File: src/rtl/pixel_write_queue_if.sv
// Rasterizer-to-framebuffer bus: pixel handshake in, SRAM write strobe out.
// The master side is the rasterizer/display; the slave side is the queue.
interface pixel_write_queue_if #(
    parameter int ADDR_W = 18
);
    logic              iPIX_VALID;
    logic [15:0]       iPIX_X;
    logic [15:0]       iPIX_Y;
    logic [15:0]       iPIX_COLOR;
    logic              oPIX_READY;
    logic              iVIDEO_ON;
    logic [ADDR_W-1:0] oMEM_ADDR;
    logic [15:0]       oGPU_DATA;
    logic              oMEM_WRITE;
    logic              oMEM_READ;
    logic              oEMPTY;
    logic [15:0]       oCLIP_CNT;

    modport master (
        output iPIX_VALID, iPIX_X, iPIX_Y, iPIX_COLOR, iVIDEO_ON,
        input  oPIX_READY, oMEM_ADDR, oGPU_DATA, oMEM_WRITE, oMEM_READ, oEMPTY, oCLIP_CNT
    );

    modport slave (
        input  iPIX_VALID, iPIX_X, iPIX_Y, iPIX_COLOR, iVIDEO_ON,
        output oPIX_READY, oMEM_ADDR, oGPU_DATA, oMEM_WRITE, oMEM_READ, oEMPTY, oCLIP_CNT
    );
endinterface

File: src/rtl/pixel_write_queue.sv
// Clips and queues rasterizer pixels, then writes them to the SRAM framebuffer
// only while video is blanked, using a SETUP/STROBE write cycle per pixel.
module pixel_write_queue #(
    parameter int DEPTH    = 16,
    parameter int SCREEN_W = 640,
    parameter int SCREEN_H = 480,
    parameter int ADDR_W   = 18
) (
    input  logic               iCLK,
    input  logic               iRST_N,
    pixel_write_queue_if.slave bus
);
    localparam int PTR_W   = $clog2(DEPTH);
    localparam int CNT_W   = PTR_W + 1;
    localparam int ENTRY_W = ADDR_W + 16;
    localparam logic [31:0] SCREEN_W_U = SCREEN_W;
    localparam logic [31:0] SCREEN_H_U = SCREEN_H;

    typedef enum logic [1:0] {IDLE, SETUP, STROBE} state_t;

    state_t             state_q, state_d;
    logic [ENTRY_W-1:0] fifo_mem [DEPTH];
    logic [PTR_W-1:0]   wr_ptr_q, rd_ptr_q;
    logic [CNT_W-1:0]   count_q;
    logic               ready_en_q;
    logic [ADDR_W-1:0]  mem_addr_q, mem_addr_d;
    logic [15:0]        gpu_data_q, gpu_data_d;
    logic               mem_write_q;
    logic [15:0]        clip_cnt_q;

    logic               pix_ready, accept, in_bounds, push, pop, load;
    logic [ADDR_W-1:0]  push_addr;
    logic [ENTRY_W-1:0] push_entry, head_entry, next_head_entry, load_entry;

    assign pix_ready = ready_en_q && (count_q < CNT_W'(DEPTH));
    assign accept    = bus.iPIX_VALID && pix_ready;
    assign in_bounds = (32'(bus.iPIX_X) < SCREEN_W_U) && (32'(bus.iPIX_Y) < SCREEN_H_U);
    assign push      = accept && in_bounds;

    // Full-width product, then keep the low ADDR_W bits of the linear address.
    assign push_addr  = ADDR_W'(32'(bus.iPIX_Y) * SCREEN_W_U + 32'(bus.iPIX_X));
    assign push_entry = {push_addr, bus.iPIX_COLOR};

    // When the only queued entry pops while a new pixel lands, forward it directly.
    assign head_entry      = fifo_mem[rd_ptr_q];
    assign next_head_entry = (count_q > CNT_W'(1)) ? fifo_mem[rd_ptr_q + PTR_W'(1)] : push_entry;

    always_comb begin
        state_d    = state_q;
        pop        = 1'b0;
        load       = 1'b0;
        load_entry = head_entry;
        unique case (state_q)
            IDLE: begin
                if (count_q != '0 && !bus.iVIDEO_ON) begin
                    state_d = SETUP;
                    load    = 1'b1;
                end
            end
            SETUP: begin
                state_d = bus.iVIDEO_ON ? IDLE : STROBE;
            end
            STROBE: begin
                pop = 1'b1;
                if ((count_q > CNT_W'(1) || push) && !bus.iVIDEO_ON) begin
                    state_d    = SETUP;
                    load       = 1'b1;
                    load_entry = next_head_entry;
                end else begin
                    state_d = IDLE;
                end
            end
            default: state_d = IDLE;
        endcase
    end

    always_comb begin
        mem_addr_d = mem_addr_q;
        gpu_data_d = gpu_data_q;
        if (load) begin
            mem_addr_d = load_entry[ENTRY_W-1:16];
            gpu_data_d = load_entry[15:0];
        end
    end

    always_ff @(posedge iCLK) begin
        if (!iRST_N) begin
            state_q     <= IDLE;
            wr_ptr_q    <= '0;
            rd_ptr_q    <= '0;
            count_q     <= '0;
            ready_en_q  <= 1'b0;
            mem_addr_q  <= '0;
            gpu_data_q  <= '0;
            mem_write_q <= 1'b0;
            clip_cnt_q  <= '0;
        end else begin
            state_q     <= state_d;
            ready_en_q  <= 1'b1;
            mem_addr_q  <= mem_addr_d;
            gpu_data_q  <= gpu_data_d;
            mem_write_q <= (state_d == STROBE);
            count_q     <= count_q + CNT_W'(push) - CNT_W'(pop);
            if (push) begin
                wr_ptr_q <= wr_ptr_q + PTR_W'(1);
            end
            if (pop) begin
                rd_ptr_q <= rd_ptr_q + PTR_W'(1);
            end
            if (accept && !in_bounds && clip_cnt_q != 16'hFFFF) begin
                clip_cnt_q <= clip_cnt_q + 16'd1;
            end
        end
    end

    // Storage carries no reset; occupancy is tracked by the pointers and count.
    always_ff @(posedge iCLK) begin
        if (push) begin
            fifo_mem[wr_ptr_q] <= push_entry;
        end
    end

    assign bus.oPIX_READY = pix_ready;
    assign bus.oMEM_ADDR  = mem_addr_q;
    assign bus.oGPU_DATA  = gpu_data_q;
    assign bus.oMEM_WRITE = mem_write_q;
    assign bus.oMEM_READ  = 1'b0;
    assign bus.oEMPTY     = (count_q == '0) && (state_q == IDLE);
    assign bus.oCLIP_CNT  = clip_cnt_q;
endmodule

File: src/flat_wrapper.sv
// flat-port wrapper written by rule: the top's interface ports become plain ports
module pixel_write_queue_flat 
#(
    parameter int DEPTH    = 16,
    parameter int SCREEN_W = 640,
    parameter int SCREEN_H = 480,
    parameter int ADDR_W   = 18
)
  (iCLK, iRST_N, bus_iPIX_VALID, bus_iPIX_X, bus_iPIX_Y, bus_iPIX_COLOR, bus_iVIDEO_ON, bus_oPIX_READY, bus_oMEM_ADDR, bus_oGPU_DATA, bus_oMEM_WRITE, bus_oMEM_READ, bus_oEMPTY, bus_oCLIP_CNT);
  pixel_write_queue_if #(.ADDR_W(ADDR_W)) bus_i ();
  input  logic iCLK;
  input  logic iRST_N;
  input wire logic [$bits(bus_i.iPIX_VALID)-1:0] bus_iPIX_VALID;
  input wire logic [$bits(bus_i.iPIX_X)-1:0] bus_iPIX_X;
  input wire logic [$bits(bus_i.iPIX_Y)-1:0] bus_iPIX_Y;
  input wire logic [$bits(bus_i.iPIX_COLOR)-1:0] bus_iPIX_COLOR;
  input wire logic [$bits(bus_i.iVIDEO_ON)-1:0] bus_iVIDEO_ON;
  output wire logic [$bits(bus_i.oPIX_READY)-1:0] bus_oPIX_READY;
  output wire logic [$bits(bus_i.oMEM_ADDR)-1:0] bus_oMEM_ADDR;
  output wire logic [$bits(bus_i.oGPU_DATA)-1:0] bus_oGPU_DATA;
  output wire logic [$bits(bus_i.oMEM_WRITE)-1:0] bus_oMEM_WRITE;
  output wire logic [$bits(bus_i.oMEM_READ)-1:0] bus_oMEM_READ;
  output wire logic [$bits(bus_i.oEMPTY)-1:0] bus_oEMPTY;
  output wire logic [$bits(bus_i.oCLIP_CNT)-1:0] bus_oCLIP_CNT;
  assign bus_i.iPIX_VALID = bus_iPIX_VALID;
  assign bus_i.iPIX_X = bus_iPIX_X;
  assign bus_i.iPIX_Y = bus_iPIX_Y;
  assign bus_i.iPIX_COLOR = bus_iPIX_COLOR;
  assign bus_i.iVIDEO_ON = bus_iVIDEO_ON;
  assign bus_oPIX_READY = bus_i.oPIX_READY;
  assign bus_oMEM_ADDR = bus_i.oMEM_ADDR;
  assign bus_oGPU_DATA = bus_i.oGPU_DATA;
  assign bus_oMEM_WRITE = bus_i.oMEM_WRITE;
  assign bus_oMEM_READ = bus_i.oMEM_READ;
  assign bus_oEMPTY = bus_i.oEMPTY;
  assign bus_oCLIP_CNT = bus_i.oCLIP_CNT;
  pixel_write_queue #(.DEPTH(DEPTH), .SCREEN_W(SCREEN_W), .SCREEN_H(SCREEN_H), .ADDR_W(ADDR_W)) u_core (.iCLK(iCLK), .iRST_N(iRST_N), .bus(bus_i));
endmodule
File: config.mk
export PLATFORM = sky130hd
export DESIGN_NAME = pixel_write_queue_flat
export DESIGN_NICKNAME = d
export VERILOG_FILES = /design/src/rtl/pixel_write_queue_if.sv /design/src/rtl/pixel_write_queue.sv /design/src/flat_wrapper.sv
export SDC_FILE = /design/constraint.sdc
export NUM_CORES = 1
export LEC_CHECK = 0
export ABC_AREA = 1
export CELL_PAD_IN_SITES_DETAIL_PLACEMENT = 1
export CELL_PAD_IN_SITES_GLOBAL_PLACEMENT = 1
export CORE_MARGIN = 2
export CORE_UTILIZATION = 25
export DETAILED_ROUTE_END_ITERATION = 10
export PLACE_DENSITY_LB_ADDON = 0.3
export SLEW_MARGIN = 20
export SYNTH_ARGS = -nofsm -noshare
export SYNTH_HDL_FRONTEND = slang
export SYNTH_SLANG_ARGS = --single-unit
File: constraint.sdc
create_clock -name iCLK -period 3.9 [get_ports iCLK]
set_input_delay 0.975 -clock iCLK [delete_from_list [all_inputs] [get_ports iCLK]]
set_output_delay 0.975 -clock iCLK [all_outputs]
set_load 0.05 [all_outputs]
==> key figures <==
Synthesis
  – Sequential element share of the synthesized area: 0.574
  – Synth area leaders: edfxtp_1 53%, o21ai_0 8.5%, a21oi_1 7.6%
  – Area leader, netlist: edfxtp_1
  – Fraction of registers with async set/reset: 0
  – Post-synth top cells: 544 x edfxtp_1, 525 x o21ai_0, 471 x a21oi_1
  – Post-Syn Instances: 3290
  – Post-synthesis xor/xnor area fraction: 0.00505
  – Count leader, synth: edfxtp_1
  – Leading register cell type out of synthesis: edfxtp_1
  – Mux share of post-synthesis cell area: 0
  – Seq cells post-synth: 615
  – Netlist cell types: 40
  – Largest family of logic cells by synthesized area: compound AO/OA/AOI/OAI gates
  – Post-synth EDFFs: approximately 540
  – Complex-gate fraction of the synthesized area: 0.205
  – Post-synth net total: 3384
  – YS warnings: 0
  – Synthesized area: 30900 um2
  – Share of the synthesized area in the top cell type: 0.528
  – Synth Area in Adders: 0.0177
  – Simple-gate share of the synthesized area: 0.117
  – Synthesized area per cell: 9.41 um2

Layout
  – Filler cells: about 14000
  – Nets: 3442
  – Fin util: 0.299
  – Share of cells above drive strength 1: 0.0813
  – Layout area overhead: 19.3%

Detailed routing
  – Drt total wl: 118000 um
  – Post-DRT Antenna Nets: 0
  – DRC Markers: 0
  – Post-DR vias/cell: 5.12
  – WL per Instance: between 20 and 25 um
  – First-pass iteration count of the detailed router: 5
  – Via count: 25800
  – DRT iter0 DRCs: 1823

Clock tree
  – CTS Buf Count: 76
  – CTS sink count: around 620
  – TritonCTS clock tree: yes
  – Root buf cell: clkbuf_16
  – H-tree levels: 3
  – Hold buffer count at cts: 0
  – CTS max path bufs: 3
  – Clock-pin slew on the worst setup and hold paths: 0.05 ns
  – Clk_lat worst skew: ~0.64 ns

STA
  – Final setup violation count: 0
  – Fmax: 0.273 GHz
  – Unrepaired setup endpoints after global routing: no
  – Fin crit share: 0.938
  – Final Hold Vio Count: 0
  – Shortest period the worst path allows: 3.66 ns
  – Skew final: 0.0291 ns
  – TNS Setup: 0 ns
  – Slew @ Worst Pin: 0.977 ns
  – Worst slew margin: 0.349
  – Final Max Tran Viols: 0

Setup path
  – Startpoint types: primary input
  – Worst EP required: 4.27 ns
  – Worst setup path category: primary input to flip-flop
  – Setup crit end kind: flip-flop
  – Crit Path Max Fanout: 10
  – Critical path arrival: between 4 and 5 ns

GRT
  – Largest net degree at the start of global routing: 164
  – Number of global-route vias before repair: 26400
  – Global-route wire length before repair: ~170000 um
  – Overall Global Routing Usage: 0.182
  – Initial antenna violation count: 2
  – Total grt overflow: 0

Worst hold path
  – Worst hold path class: flip-flop to flip-flop

Placement
  – GP Congestion: 0.759
  – Port-buffer cells: approximately 100
  – DP Wirelength: 65400 um

Power and ir drop
  – Comb pwr share: 0.215
  – Sw frac: 0.315
  – Reg power frac: 0.416
  – Leakage dissipation: 12.9 nW
  – PwrDens: ~500 nW/um2
  – NetSw: 5.83 mW
  – Clock network power share: 0.369
  – VDD IR max: 0.370 mV
  – Int Pwr: about 13 mW

Die
  – Die Ht: between 300 and 400 um
  – Core Region: roughly 120000 um2
  – Ports: around 110
  – Die X-Extent: around 360 um
  – Die Area: 127000 um2
  – Initial Utilization: 0.251
  – Row count: 129

Outcome
  – Outcome: finished, final reports clean

Job
  – # Max-Cap Violations: 0
[logic make-up after synthesis]
kind of cell | count (synthesis)
buffers and inverters | 610
xor gates and xnor gates | 17
adders and majority gates | 42
and+or+nand+nor | 802
AOI/OAI and AO/OA | 1203
other | 1
DFF | 615
[registers in the layout (all words and copies together), names as in the netlist, named ones only]
signal and flops:
u_core.wr_ptr_q 4, u_core.bus.oMEM_ADDR 18, u_core.ready_en_q 1, u_core.rd_ptr_q 4, u_core.bus.oGPU_DATA 16, u_core.state_q 2, u_core.bus.oMEM_WRITE 1, u_core.fifo_mem 544
u_core.count_q 5, u_core.bus.oCLIP_CNT 16
[placed cells by master (no fill, tap or decap), types with 14 or more instances in the layout]
master / synthesis / final
nor2_1: 91 / 75
buf_4: 8 / 82
clkbuf_16: 0 / 77
a21oi_1: 471 / 471
clkinv_2: 1 / 14
inv_1: 354 / 351
ha_1: 39 / 37
nand3_1: 412 / 411
clkdlybuf4s50_1: 0 / 103
nor2_4: 0 / 16
buf_12: 0 / 42
o21ai_0: 525 / 525
dfxtp_1: 71 / 67
o21ai_1: 73 / 73
nand2_1: 268 / 268
o211ai_1: 127 / 127
edfxtp_1: 544 / 544
clkbuf_1: 105 / 27
[through the flow]
stage,setup WS [ns],cell area [um2],hold WS (ns),std cells,total power [mW]
2_1_floorplan,0.153,30900,0.445,3290,10.0
3_3_place_gp,-0.408,34500,0.466,4907,11.8
3_5_place_dp,-0.452,34500,0.474,4907,11.8
4_1_cts,0.164,36900,0.490,5043,18.7
5_1_grt,0.0367,36900,0.502,5044,19.3
6_report,0.243,36900,0.488,5044,18.5
[worst max-delay path: stages]
cell and delay (ns):
clkdlybuf4s50_1 0.44, ha_1 0.31, ha_1 0.22, fa_1 0.45
buf_4 0.16, xor2_1 0.15, ha_1 0.33, nand2_1 0.11
inv_1 0.06, a21oi_1 0.19, nand2_1 0.08, nand2_1 0.06
nand2_1 0.22, buf_4 0.27
[timing repair]
action                     CTS  global route
resized for setup            0             4
setup endpoints to repair    0            17
buffers inserted             0             0
[layer usage]
layer	routed length (um)	part of all wire	global-route usage
met5	0	0	0
met4	2700	0.023	0.0449
met3	7340	0.062	0.0334
met2	53800	0.46	0.298
met1	53800	0.46	0.248
[path summary, 6_finish.rpt]
path | slack [ns] | cells past startpoint | to | start
setup / recovery | 0.24 | 14 | u_core.fifo_mem[2][30]$_DFFE_PP_ | bus_iPIX_Y[1]
hold / removal | 0.49 | 2 | u_core.bus.oCLIP_CNT[4]$_SDFFE_PN0P_ | u_core.bus.oCLIP_CNT[4]$_SDFFE_PN0P_
setup reg to reg | 1.26 | 8 | u_core.bus.oGPU_DATA[6]$_SDFFE_PN0P_ | u_core.rd_ptr_q[0]$_SDFFE_PN0P_
hold reg to reg | 0.49 | 2 | u_core.bus.oCLIP_CNT[4]$_SDFFE_PN0P_ | u_core.bus.oCLIP_CNT[4]$_SDFFE_PN0P_
[power groups by stage]
| stage | Clock [mW] | Combinational (mW) | Sequential [mW] |
|---|---|---|---|
| final | 6.83 | 3.98 | 7.70 |
| after global routing | 7.21 | 4.33 | 7.72 |
| after CTS | 6.98 | 3.99 | 7.71 |
| after detailed placement | 0 | 3.97 | 7.85 |
| after global placement | 0 | 3.94 | 7.85 |
| after floorplan | 0 | 1.83 | 8.17 |
[final cells by class]
type,count,area (um2),area share
clock inverter,25,225,0.00610
clock buffer,111,2120,0.0575
timing repair buffer,228,2490,0.0675
antenna,1,2.50,0.0000678
inverter,362,1380,0.0375
tap,1637,2050,0.0555
sequential,615,17800,0.481
multi-input combinational,2065,10900,0.294
(Power assumes the default switching activity.)
